$ cat config.mk
export PLATFORM = sky130hd
export DESIGN_NAME = uart_cmd_parser
export DESIGN_NICKNAME = d
export VERILOG_FILES = /design/src/rtl/uart_cmd_parser.sv
export SDC_FILE = /design/constraint.sdc
export NUM_CORES = 1
export LEC_CHECK = 0
export CORE_MARGIN = 2
export CORE_UTILIZATION = 40
export DETAILED_ROUTE_END_ITERATION = 12
export MAX_ROUTING_LAYER = met4
export SYNTH_ARGS = -nofsm -noshare
export SYNTH_HDL_FRONTEND = slang
export SYNTH_SLANG_ARGS = --single-unit
$ cat constraint.sdc
create_clock -name clock -period 3.7 [get_ports clock]
set_clock_uncertainty 0.05 [all_clocks]
set_input_delay 0.74 -clock clock [delete_from_list [all_inputs] [get_ports clock]]
set_output_delay 0.74 -clock clock [all_outputs]
set_load 0.01 [all_outputs]
$ cat src/rtl/uart_cmd_parser.sv
// ASCII command-line parser between the UART FIFOs and the register bus.
// Executes "W AA DD" / "R AA" lines and replies with OK, two hex digits, or ER.
module uart_cmd_parser #(
  parameter int MAX_LINE_LEN = 32
) (
  input  logic       clock,
  input  logic       reset,
  input  logic       rx_fifo_empty,
  input  logic [7:0] rx_fifo_data_out,
  output logic       rx_fifo_read_en,
  input  logic       tx_fifo_full,
  output logic [7:0] tx_fifo_data_in,
  output logic       tx_fifo_write_en,
  output logic [7:0] reg_addr,
  output logic [7:0] reg_wdata,
  output logic       reg_we,
  output logic       reg_re,
  input  logic [7:0] reg_rdata,
  output logic       cmd_error,
  output logic       busy
);

  localparam int CNT_W = $clog2(MAX_LINE_LEN + 2);

  typedef enum logic [3:0] {
    S_IDLE, S_ADDR, S_DATA, S_EOL, S_DISCARD, S_EXEC, S_RDWAIT, S_ERR, S_RESP
  } state_t;

  function automatic logic is_hex(input logic [7:0] c);
    return (c >= 8'h30 && c <= 8'h39) || (c >= 8'h41 && c <= 8'h46) ||
           (c >= 8'h61 && c <= 8'h66);
  endfunction

  function automatic logic [3:0] hex_to_nib(input logic [7:0] c);
    return (c <= 8'h39) ? 4'(c - 8'h30) :
           (c <= 8'h46) ? 4'(c - 8'h37) : 4'(c - 8'h57);
  endfunction

  function automatic logic [7:0] nib_to_hex(input logic [3:0] n);
    return (n < 4'd10) ? (8'h30 + {4'h0, n}) : (8'h37 + {4'h0, n});
  endfunction

  state_t           state_q, state_d;
  logic             wr_q, wr_d;
  logic             digit_q, digit_d;
  logic [CNT_W-1:0] line_cnt_q, line_cnt_d;
  logic [7:0]       addr_q, addr_d;
  logic [7:0]       wdata_q, wdata_d;
  logic [31:0]      resp_q, resp_d;
  logic [1:0]       resp_idx_q, resp_idx_d;
  logic             popped_q;
  logic             we_q, we_d;
  logic             re_q, re_d;
  logic             err_q, err_d;
  logic             pop, push, is_term, is_space;
  logic [7:0]       rx;

  always_comb begin
    state_d    = state_q;
    wr_d       = wr_q;
    digit_d    = digit_q;
    line_cnt_d = line_cnt_q;
    addr_d     = addr_q;
    wdata_d    = wdata_q;
    resp_d     = resp_q;
    resp_idx_d = resp_idx_q;
    we_d       = 1'b0;
    re_d       = 1'b0;
    err_d      = 1'b0;
    rx         = rx_fifo_data_out;
    is_term    = (rx == 8'h0D) || (rx == 8'h0A);
    is_space   = (rx == 8'h20);
    // A pop is never issued in back-to-back cycles so the FIFO head has time to advance.
    pop  = (state_q inside {S_IDLE, S_ADDR, S_DATA, S_EOL, S_DISCARD}) &&
           !rx_fifo_empty && !popped_q && !reset;
    push = (state_q == S_RESP) && !tx_fifo_full && !reset;

    if (pop) begin
      if (is_term) begin
        line_cnt_d = '0;
        case (state_q)
          S_ADDR, S_DATA, S_DISCARD: begin
            state_d = S_ERR;
            err_d   = 1'b1;
          end
          S_EOL: begin
            state_d = S_EXEC;
            we_d    = wr_q;
            re_d    = !wr_q;
          end
          default: ;
        endcase
      end else if (line_cnt_q == CNT_W'(MAX_LINE_LEN)) begin
        state_d = S_DISCARD;
      end else begin
        line_cnt_d = line_cnt_q + CNT_W'(1);
        if (!is_space) begin
          case (state_q)
            S_IDLE: begin
              digit_d = 1'b0;
              if (rx == 8'h57 || rx == 8'h77) begin
                state_d = S_ADDR;
                wr_d    = 1'b1;
              end else if (rx == 8'h52 || rx == 8'h72) begin
                state_d = S_ADDR;
                wr_d    = 1'b0;
              end else begin
                state_d = S_DISCARD;
              end
            end
            S_ADDR: begin
              if (is_hex(rx)) begin
                addr_d  = {addr_q[3:0], hex_to_nib(rx)};
                digit_d = !digit_q;
                if (digit_q) state_d = wr_q ? S_DATA : S_EOL;
              end else begin
                state_d = S_DISCARD;
              end
            end
            S_DATA: begin
              if (is_hex(rx)) begin
                wdata_d = {wdata_q[3:0], hex_to_nib(rx)};
                digit_d = !digit_q;
                if (digit_q) state_d = S_EOL;
              end else begin
                state_d = S_DISCARD;
              end
            end
            S_EOL:   state_d = S_DISCARD;
            default: ;
          endcase
        end
      end
    end

    // The reply is shifted out MSB-first; the head byte is always on tx_fifo_data_in.
    case (state_q)
      S_EXEC: begin
        resp_idx_d = 2'd0;
        if (wr_q) begin
          resp_d  = {8'h4F, 8'h4B, 8'h0D, 8'h0A};
          state_d = S_RESP;
        end else begin
          state_d = S_RDWAIT;
        end
      end
      S_RDWAIT: begin
        resp_idx_d = 2'd0;
        resp_d     = {nib_to_hex(reg_rdata[7:4]), nib_to_hex(reg_rdata[3:0]), 8'h0D, 8'h0A};
        state_d    = S_RESP;
      end
      S_ERR: begin
        resp_idx_d = 2'd0;
        resp_d     = {8'h45, 8'h52, 8'h0D, 8'h0A};
        state_d    = S_RESP;
      end
      S_RESP: begin
        if (push) begin
          resp_d     = {resp_q[23:0], 8'h00};
          resp_idx_d = resp_idx_q + 2'd1;
          if (resp_idx_q == 2'd3) state_d = S_IDLE;
        end
      end
      default: ;
    endcase
  end

  always_ff @(posedge clock) begin
    if (reset) begin
      state_q    <= S_IDLE;
      wr_q       <= 1'b0;
      digit_q    <= 1'b0;
      line_cnt_q <= '0;
      addr_q     <= 8'h00;
      wdata_q    <= 8'h00;
      resp_q     <= 32'h0;
      resp_idx_q <= 2'd0;
      popped_q   <= 1'b0;
      we_q       <= 1'b0;
      re_q       <= 1'b0;
      err_q      <= 1'b0;
    end else begin
      state_q    <= state_d;
      wr_q       <= wr_d;
      digit_q    <= digit_d;
      line_cnt_q <= line_cnt_d;
      addr_q     <= addr_d;
      wdata_q    <= wdata_d;
      resp_q     <= resp_d;
      resp_idx_q <= resp_idx_d;
      popped_q   <= pop;
      we_q       <= we_d;
      re_q       <= re_d;
      err_q      <= err_d;
    end
  end

  assign rx_fifo_read_en  = pop;
  assign tx_fifo_write_en = push;
  assign tx_fifo_data_in  = resp_q[31:24];
  assign reg_addr         = addr_q;
  assign reg_wdata        = wdata_q;
  assign reg_we           = we_q;
  assign reg_re           = re_q;
  assign cmd_error        = err_q;
  assign busy             = (state_q != S_IDLE);

endmodule

==> results of run 1 <==
[metal layers]
metal  global-route usage [%]  share of wire, %
met5                        -                 0
met3                     3.52               3.4
met4                     4.23              0.39
met2                     30.3                47
met1                     24.5                49
[through the flow]
stage	utilization, %	worst slack [ps]	instances	hold slack, ps
after global placement	48.9	276	492	391
after detailed placement	48.9	156	492	397
after CTS	50.1	446	500	414
final	50.1	453	500	410
after floorplan	-	818	358	382
after global routing	50.1	368	500	430
[registers in the layout, summed over array words and instances, names as in the netlist]
| register | flops |
|---|---|
| line_cnt_q | 6 |
| cmd_error | 1 |
| reg_we | 1 |
| popped_q | 1 |
| resp_q | 17 |
| reg_re | 1 |
| reg_wdata | 8 |
| reg_addr | 8 |
| resp_idx_q | 2 |
| digit_q | 1 |
| wr_q | 1 |
| state_q | 4 |
[logic make-up after synthesis]
group           after synthesis  synth area share [%]
fa+ha+maj                    10                  4.22
other cells                   1                 0.127
flops                        51                  34.5
xor+xnor                      8                  2.37
compound gates               96                  21.4
mux                          19                  6.93
buf+inv                      47                  7.60
simple gates                126                  22.9
[placed cells by master, fill, tap and decap left out, types with 3 or more instances in the layout]
cell	synthesis	final
nor2_1	32	32
clkbuf_8	0	5
nor3_1	10	10
ha_1	10	10
nand2b_1	5	5
a211oi_1	6	6
nand3_1	4	4
buf_4	8	15
nand4_1	6	6
a21o_1	3	3
and3_1	4	4
o21a_1	3	3
or3_1	5	5
o32a_1	3	3
o21ai_0	21	21
xor2_1	4	4
nand2_1	35	35
mux2_4	3	3
mux2i_1	16	16
a31oi_1	4	4
xnor2_1	4	4
a21oi_1	27	27
nor2b_1	4	4
clkdlybuf4s50_1	0	48
o31ai_1	3	3
dfxtp_1	51	51
inv_1	17	17
[worst register-to-register path: cells and delay by family (launching register included)]
kind | cells | cell delay [ps]
compound gates | 2 | 290
buf+inv | 1 | 190
flops | 1 | 330
simple gates | 3 | 1620
[area by class of cell]
cell class,count,area (um^2)
clock inverter,3,23.8
sequential,51,1020
tap,99,124
inverter,19,71.3
multi-input combinational,260,1720
timing repair buffer,63,593
fill,734,3600
clock buffer,5,68.8
[power by group]
group	switching, uW	leakage (uW)	internal (uW)
logic	147	0.000876	109
clock network	198	0.0000408	136
registers	11.1	0.000412	567
[worst paths after layout]
path | to | slack [ps] | depth (start not counted)
worst min register to register | reg_addr[7]$_SDFFE_PP0P_ | 410 | 2
worst max register to register | reg_addr[1]$_SDFFE_PP0P_ | 1130 | 6
worst min-delay path | reg_addr[7]$_SDFFE_PP0P_ | 410 | 2
worst max-delay path | tx_fifo_write_en | 450 | 4
==> impl_results.md, run 1 <==
- Status: completed
- Synth top area share: 34.5%
- Sequential fraction of the synthesis area: 34.5%
- Clock tree sinks: 51
- Post-synthesis async set-or-reset flop share: 0%
- Kind of start point of the critical path: input pin
- RR Startpoint: state_q[0]$_SDFF_PP0_
- Cts bufs inserted: 5
- Total power: 1170 uW
- Post-CTS Hold Buffers: 0
- NumNets Final: 430
- Total routed wirelength: 7350 um
- DRT iter0 DRCs: 151
- Crit path cell chain: clkdlybuf4s50_1 > or3_1 > inv_2 > clkdlybuf4s50_1
- Post-DP HPWL: 5470 um
- Synth cell types: 65
- Area growth from synthesis to layout: 22.1%
- DRC violations left: 0
- Largest net degree at the start of global routing: 20
- H-tree depth: 2
- Vias in the first global route: 2,568
- Critical Path RT: 2910 ps
- Period utilization: 87.8%
- I/O Pins: 50
- RSZ-0062 raised after global routing: false
- Count leader, synth: dfxtp_1
- Post-DRT Antenna Nets: 0
- Buf+Inv Stages, Crit Path: 3
- P_leak: 0.00133 uW
- Post-route cell area: 0.00362 mm^2
- Vias: 2,686
- Die Y: 90.0 um
- Post-Synthesis Cells: 358
- Syn Nets: 388
- Port Buffer Count: 48
- Critical path data arrival time: 2460 ps
- Fmax: 0.308 GHz
- #FFs+latches synth: 51
- Max IR drop VDD: 0.145 mV
- Initial antenna violation count: 0
- Worst setup path start: reset
- Root buffer cell: clkbuf_8
- Gr usage total: 18.7%
- CP dominant cell by count: clkdlybuf4s50_1
- Clk slew on worst S/H paths: 90 ps
- Worst hold path class: flop to flop
- Pwr/cell area: 323 mW/mm^2
- Chip width: 90.0 um
- Syn. warnings: 0
- GRT overflow: 0
- Max Cap Violations: 0
- Placer Congestion: 0.827
- Setup crit end kind: output port
- Final hold vios: 0
- Synth area leaders: dfxtp_1, mux2i_1, a21oi_1
- Setup tns final: 0 ps
- Hold_sp: reg_addr[7]$_SDFFE_PP0P_
- Synth top cells by count: dfxtp_1, nand2_1, nor2_1
- Final Max Tran Viols: 0
- Layout cell share with drive strength beyond 1: 9.23%
- CP max stage cell: clkdlybuf4s50_1
- Initial Utilization: 41.1%
- Main synth FF type: dfxtp_1
- Critical path class: input pin to output port
- DIE AREA: 0.00811 mm^2
- Post-layout min period: 3250 ps
- Post-synth design cell area: 0.00296 mm^2
- Slew @ Worst Pin: 714 ps
- Diode count: 0
- Max stage delay on crit path: 550 ps
- Deepest clock path buffer count: 2
- Crit path max-delay family: buffers and inverters
- Clock Latency Late Sink: 310 ps
- Placed Instance Area: 0.00352 mm^2
- Synth Area per Inst: 8.27 um^2
- Final setup viols: 0
- Post-CTS Setup Inserts: 0
- Worst slew margin: 51.9%
- DR WL/cell: 14.7 um
- Vias per cell: 5.37
- EDFF count, synth: 0
- Core area: 0.00721 mm^2
- Area leader, netlist: dfxtp_1
- DRT Pass-1 Iters: 4
- Crit Path Max Fanout: 7
- Post-CTS sizing: 0
- CTS tree: yes
- Row count: 31
- First-pass GRT wire length: 12,300 um
Note: power is estimated with default switching activity, not from simulation.
==> run 2: changes to the inputs <==
- CTS_BUF_LIST: not set -> sky130_fd_sc_hd__clkbuf_8
==> results of run 2 <==
Same layout as run 1: the final DEF is identical, and so are final timing and power.
